### src/rtl/sfm_minmax_ctrl.sv
// Sequencer for one global min/max tracker in the softmax datapath.
// Clears (and optionally preloads) the tracker, streams len vectors into it,
// lets the reduction tree drain and returns the final value with a done pulse.
// The element width is a plain parameter (16 = FP16ALT), and the mode is a
// single bit: 0 = MIN, 1 = MAX.
module sfm_minmax_ctrl #(
  parameter int unsigned WIDTH      = 16,
  parameter int unsigned VECT_WIDTH = 1,
  parameter int unsigned NUM_REGS   = 0,
  parameter int unsigned CNT_WIDTH  = 16
) (
  input  logic                        clk_i,
  input  logic                        rst_ni,
  input  logic                        clear_i,
  input  logic                        start_i,
  input  logic [CNT_WIDTH-1:0]        len_i,
  input  logic                        mode_i,
  input  logic                        init_en_i,
  input  logic [WIDTH-1:0]            init_val_i,
  input  logic                        in_valid_i,
  output logic                        in_ready_o,
  input  logic [VECT_WIDTH-1:0]       in_strb_i,
  input  logic [VECT_WIDTH*WIDTH-1:0] in_vect_i,
  output logic                        mm_clear_o,
  output logic                        mm_enable_o,
  output logic                        mm_valid_o,
  output logic                        mm_ready_o,
  output logic                        mm_load_en_o,
  output logic                        mm_operation_o,
  output logic [VECT_WIDTH-1:0]       mm_strb_o,
  output logic [VECT_WIDTH*WIDTH-1:0] mm_vect_o,
  output logic [WIDTH-1:0]            mm_load_o,
  input  logic                        mm_ready_i,
  input  logic [WIDTH-1:0]            mm_cur_minmax_i,
  output logic                        busy_o,
  output logic                        done_o,
  output logic [WIDTH-1:0]            result_o
);

  // state  | meaning
  // IDLE   | waiting for start_i
  // CLEAR  | tracker reset to the identity of the selected mode
  // LOAD   | tracker preloaded with the partial result of an earlier chunk
  // STREAM | vectors pass through until len handshakes are counted
  // DRAIN  | NUM_REGS cycles for the reduction tree to empty
  // DONE   | final value captured into result_o, done pulse

  localparam logic MODE_MAX = 1'b1;
  localparam int unsigned DW = (NUM_REGS > 1) ? $clog2(NUM_REGS) : 1;
  localparam logic [DW-1:0] DRAIN_INIT = DW'((NUM_REGS > 0) ? NUM_REGS - 1 : 0);

  typedef enum logic [2:0] {IDLE, CLEAR, LOAD, STREAM, DRAIN, DONE} state_t;

  state_t               state_q, state_d;
  logic [CNT_WIDTH-1:0] len_q, cnt_q;
  logic [DW-1:0]        drain_q;
  logic                 mode_q, init_en_q;
  logic [WIDTH-1:0]     init_val_q, result_q;
  logic                 busy_q, clear_q, load_q, stream_q, enable_q, done_q;
  logic                 hs, last;

  // Handshake is gated by clear_i so an aborted cycle never consumes a vector.
  assign in_ready_o     = stream_q & mm_ready_i & ~clear_i;
  assign mm_valid_o     = stream_q & in_valid_i & ~clear_i;
  assign hs             = in_valid_i & in_ready_o;
  assign last           = (cnt_q == len_q - CNT_WIDTH'(1));

  // Clear has priority inside the tracker, so load is suppressed under an abort.
  assign mm_clear_o     = clear_q | clear_i;
  assign mm_load_en_o   = load_q & ~clear_i;
  assign mm_enable_o    = enable_q;
  assign mm_ready_o     = enable_q;
  assign mm_operation_o = mode_q;
  assign mm_strb_o      = in_strb_i;
  assign mm_vect_o      = in_vect_i;
  assign mm_load_o      = init_val_q;
  assign busy_o         = busy_q;
  assign done_o         = done_q & ~clear_i;
  assign result_o       = result_q;

  // Next-state selection; an abort always returns to IDLE.
  always_comb begin
    state_d = state_q;
    unique case (state_q)
      IDLE:    if (start_i) state_d = CLEAR;
      CLEAR: begin
        if (init_en_q)          state_d = LOAD;
        else if (len_q == '0)   state_d = DONE;
        else                    state_d = STREAM;
      end
      LOAD:    state_d = (len_q == '0) ? DONE : STREAM;
      STREAM:  if (hs && last) state_d = (NUM_REGS > 0) ? DRAIN : DONE;
      DRAIN:   if (drain_q == '0) state_d = DONE;
      DONE:    state_d = IDLE;
      default: state_d = IDLE;
    endcase
    if (clear_i) state_d = IDLE;
  end

  // State register, registered state-decoded outputs, job latches and counters.
  always_ff @(posedge clk_i or negedge rst_ni) begin
    if (!rst_ni) begin
      state_q    <= IDLE;
      busy_q     <= 1'b0;
      clear_q    <= 1'b0;
      load_q     <= 1'b0;
      stream_q   <= 1'b0;
      enable_q   <= 1'b0;
      done_q     <= 1'b0;
      len_q      <= '0;
      cnt_q      <= '0;
      drain_q    <= '0;
      mode_q     <= MODE_MAX;
      init_en_q  <= 1'b0;
      init_val_q <= '0;
      result_q   <= '0;
    end else begin
      state_q  <= state_d;
      busy_q   <= (state_d != IDLE);
      clear_q  <= (state_d == CLEAR);
      load_q   <= (state_d == LOAD);
      stream_q <= (state_d == STREAM);
      enable_q <= (state_d == STREAM) || (state_d == DRAIN);
      done_q   <= (state_d == DONE);
      if (clear_i) begin
        cnt_q   <= '0;
        drain_q <= '0;
      end else begin
        if (state_q == IDLE && start_i) begin
          len_q      <= len_i;
          mode_q     <= mode_i;
          init_en_q  <= init_en_i;
          init_val_q <= init_val_i;
        end
        if (state_q == CLEAR) cnt_q <= '0;
        else if (hs)          cnt_q <= cnt_q + CNT_WIDTH'(1);
        if (state_d == DRAIN && state_q != DRAIN)
          drain_q <= DRAIN_INIT;
        else if (state_q == DRAIN && drain_q != '0)
          drain_q <= drain_q - DW'(1);
        if (state_q == DONE) result_q <= mm_cur_minmax_i;
      end
    end
  end

endmodule

### config.mk
export PLATFORM = sky130hd
export DESIGN_NAME = sfm_minmax_ctrl
export DESIGN_NICKNAME = d
export VERILOG_FILES = /design/src/rtl/sfm_minmax_ctrl.sv
export SDC_FILE = /design/constraint.sdc
export NUM_CORES = 1
export LEC_CHECK = 0
export CAP_MARGIN = 0
export CORE_ASPECT_RATIO = 1.2
export CORE_MARGIN = 2
export CORE_UTILIZATION = 41
export DETAILED_ROUTE_END_ITERATION = 8
export GPL_ROUTABILITY_DRIVEN = 0
export PLACE_DENSITY = 0.76
export SLEW_MARGIN = 20
export SYNTH_ARGS = -nofsm -noshare
export SYNTH_HDL_FRONTEND = slang
export SYNTH_SLANG_ARGS = --single-unit
export TNS_END_PERCENT = 20
### constraint.sdc
create_clock -name clk_i -period 2.2 [get_ports clk_i]
set_input_delay 0.55 -clock clk_i [delete_from_list [all_inputs] [get_ports clk_i]]
set_output_delay 0.55 -clock clk_i [all_outputs]
set_load 0.01 [all_outputs]
==> results.sh <==
export IMPL_ys_async_sr_fraction_pct=100
export IMPL_violations="negative setup slack"
export IMPL_yosys_most_used_dff="dfrtp_1"
export IMPL_clk_transition_reported_paths_ns=0.08
export IMPL_hpwlAfterDp_um=6550
export IMPL_finalWirelength_um=8870
export IMPL_tritoncts="built"
export IMPL_max_slew_margin_pct=70.6
export IMPL_synth_compound_area_share_pct=6.71
export IMPL_pwr_share_seq_pct=39.3
export IMPL_placed_area_mm2=0.00511
export IMPL_placement_setup_worst_slack_ns=-0.447
export IMPL_combinational_family_with_the_most_area_after_synthesis="simple AND/OR/NAND/NOR gates"
export IMPL_run_status="finished with violations"
export IMPL_holdBufCountCts=0
export IMPL_yosys_register_bits=76
export IMPL_final_max_slew_violation_count=0
export IMPL_nets=542
export IMPL_clock_latency_on_the_worst_skew_pair_ns=0.36
export IMPL_track_usage_pct=18.1
export IMPL_synthesis_instances=352
export IMPL_diodes=0
export IMPL_drive_above_1_share_pct=25.6
export IMPL_grt_setup_unrepaired="yes"
export IMPL_detail_route_iter0_violations=97
export IMPL_ir_worst_vdd_mv=0.415
export IMPL_synth_largest_area_cell="dfrtp_1"
export IMPL_boundaryPins=131
export IMPL_avgSynthCellArea_um2=11.0
export IMPL_worstPathArrival_ns=2.75
export IMPL_start_util_pct=42.5
export IMPL_netSwitchingFraction_pct=33.1
export IMPL_clock_power_share_pct=20.3
export IMPL_max_freq_ghz=0.408
export IMPL_cts_root_buffer_cell="clkbuf_8"
export IMPL_post_synth_instance_area_mm2=0.00386
export IMPL_finish_instance_area_mm2=0.00534
export IMPL_largest_net_degree_at_the_start_of_global_routing=33
export IMPL_timing_worst_slew_pin_value_ns=0.437
export IMPL_finalSetupViolations=6
export IMPL_cts_max_level=3
export IMPL_timing_final_crit_period_ns=2.45
export IMPL_top_signal_layer_used="met4"
export IMPL_crit_path_end_kind="flip-flop"
export IMPL_cp_required_ns=2.50
export IMPL_maxCapViolations=0
export IMPL_non_filler_instance_count_after_layout=592
export IMPL_floorplan_die_height_um=110
export IMPL_ant_nets=0
export IMPL_initial_antenna_violation_count=0
export IMPL_area_delta_synth_final_pct=38.3
export IMPL_clkSinkCount=76
export IMPL_internal_power_mw=3.31
export IMPL_globalRouteOverflowTotal=0
export IMPL_multi_input_comb_area_mm2=0.00179
export IMPL_chipWidth_um=92.6
export IMPL_worst_setup_path_type="reg -> reg"
export IMPL_power_frac_comb_pct=40.4
export IMPL_power_per_cell_area_mw_per_mm2=927
export IMPL_detail_route_wl_per_cell_um=15.0
export IMPL_start_kind="flip-flop"
export IMPL_initial_drt_pass_iterations=4
export IMPL_hp_class="in -> async"
export IMPL_yosys_mux_area_fraction_pct=14.2
export IMPL_worstPathMaxFanout=5
export IMPL_worst_clock_skew_ns=0.0133
export IMPL_core_area_mm2=0.00908
export IMPL_final_min_period_over_clock_period_pct=111
export IMPL_synth_cell_type_count=53
export IMPL_timing_hold_violations_final=0
export IMPL_m1WireLength_um=3520
export IMPL_cts_buffer_depth=2
export IMPL_p_leak_nw=2.26
export IMPL_fin_total_pwr_mw=4.95
export IMPL_place_port_buffers=96
export IMPL_detail_route_vias_per_cell=5.17
export IMPL_numCtsBuffers=9
export IMPL_dr_wl_met2_um=4620
export IMPL_sequential_cell_area_mm2=0.00190
export IMPL_floorplan_rows=38
export IMPL_yosysWarningCount=0
export IMPL_synth_nets=427
export IMPL_synth_top_area_share_pct=48.6
export IMPL_grt_first_pass_wirelength_um=14400
export IMPL_net_switching_power_mw=1.64
export IMPL_die_area_mm2=0.0102
export IMPL_via_count=3063
export IMPL_drc=0
export IMPL_synth_edff_count=0
export IMPL_synth_xor_area_share_pct=7.03
export IMPL_synthTopCellsByArea="dfrtp_1 (49%), mux2_2 (14%), xnor2_1 (3.9%)"
export IMPL_fillerInstances=746
export IMPL_dp_cells=575
export IMPL_grt_pass1_vias=3201
export IMPL_post_synth_fa_ha_maj_area_fraction_pct=0.648
export IMPL_synth_seq_area_share_pct=49.3
export IMPL_yosys_area_share_simple_pct=16.2
export IMPL_met3_wirelength_um=453
export IMPL_layout_setup_ws_ns=-0.251
repair_timing:
action | 4_1_cts | 5_1_grt
buffers inserted | 1 | 0
endpoints found under the setup margin | 11 | 7
pin swaps | 12 | 7
resized for setup | 10 | 5
power by group through the flow:
stage	combinational [mW]	sequential [mW]	clock, mW
global placement	1.89	1.95	0
detailed placement	1.93	1.97	0
CTS	1.97	1.95	1.03
floorplan	0.947	2.05	0
finish	2.00	1.95	1.00
global route	2.17	2.00	1.09
critical path, cell delays in order, from the launching register on:
cell and delay [ns]:
dfrtp_1 0.38, or4_4 0.61, nor3_2 0.24, nand2_1 0.11
o311ai_1 0.29, nor2_1 0.11, or4b_1 0.53, a21oi_2 0.12
registers in the layout (all words and copies together), names as in the netlist, 3 cells and up:
signal     count
result_o      16
mm_load_o     16
state_q        3
len_q         16
cnt_q         16
final cells by class:
class	count	share of cell area [%]
clock buffer	11	2.84
clock inverter	5	0.656
multi-input combinational	236	33.5
sequential	76	35.6
inverter	9	0.633
timing repair buffer	135	23.9
tap	120	2.81
synthesized netlist by cell type, drive strengths merged, types with 3 or more instances:
| cell | number |
|---|---|
| dfrtp | 75 |
| mux2 | 47 |
| nor2 | 27 |
| nand2 | 23 |
| buf | 20 |
| xnor2 | 17 |
| xor2 | 14 |
| o21ai | 12 |
| clkbuf | 11 |
| inv | 9 |
| nor4 | 9 |
| nand3 | 8 |
| nor3 | 8 |
| a21oi | 7 |
| nor3b | 7 |
| nand2b | 5 |
| nand4 | 5 |
| or3 | 5 |
| and3 | 4 |
| or2 | 4 |
| o31ai | 3 |
routing by layer:
layer  vias to the layer above  track usage (%)
met1                      1501             20.8
met5                         -                0
met3                        21             4.01
li1                       1446                -
met2                        95             30.8
met4                         0             11.1
cell families after synthesis:
group / Yosys count
AND/OR/NAND/NOR: 115
flip-flops: 76
multiplexers: 49
buffers and inverters: 40
AO/OA/AOI/OAI: 39
XOR/XNOR: 31
adder cells (fa/ha/maj): 2
final timing paths:
check | from | slack, ns | to | cells past startpoint
hold reg to reg | result_o[3] | 0.51 | result_o[3] | 1
max in group asynchronous | rst_ni | 1.53 | mm_operation_o | 2
hold / removal | rst_ni | 0.11 | clear_q | 1
min in group clk_i | result_o[3] | 0.51 | result_o[3] | 1
setup reg to reg | len_q[2] | -0.25 | state_q[2] | 7
setup / recovery | len_q[2] | -0.25 | state_q[2] | 7
cells in the final DEF (no fill, tap or decap), drive strengths merged, types with 8 or more instances in the layout:
master,instances
dfrtp,75
inv,10
clkbuf,11
nand3,8
clkdlybuf4s50,89
nor4,9
buf,40
xor2,14
o21ai,12
nor3,8
nand2,23
mux2,47
xnor2,17
nor2,27
metrics by stage:
step	utilization, %	hold WS [ns]	TNS, ns
finish	58.8	0.112	-1.19
global route	58.8	0.124	-2.09
CTS	58.6	0.116	-1.10
detailed placement	56.3	0.495	-8.84
global placement	56.3	0.488	-8.35
floorplan	-	0.254	-0.699
Note: power is estimated with default switching activity, not from simulation.
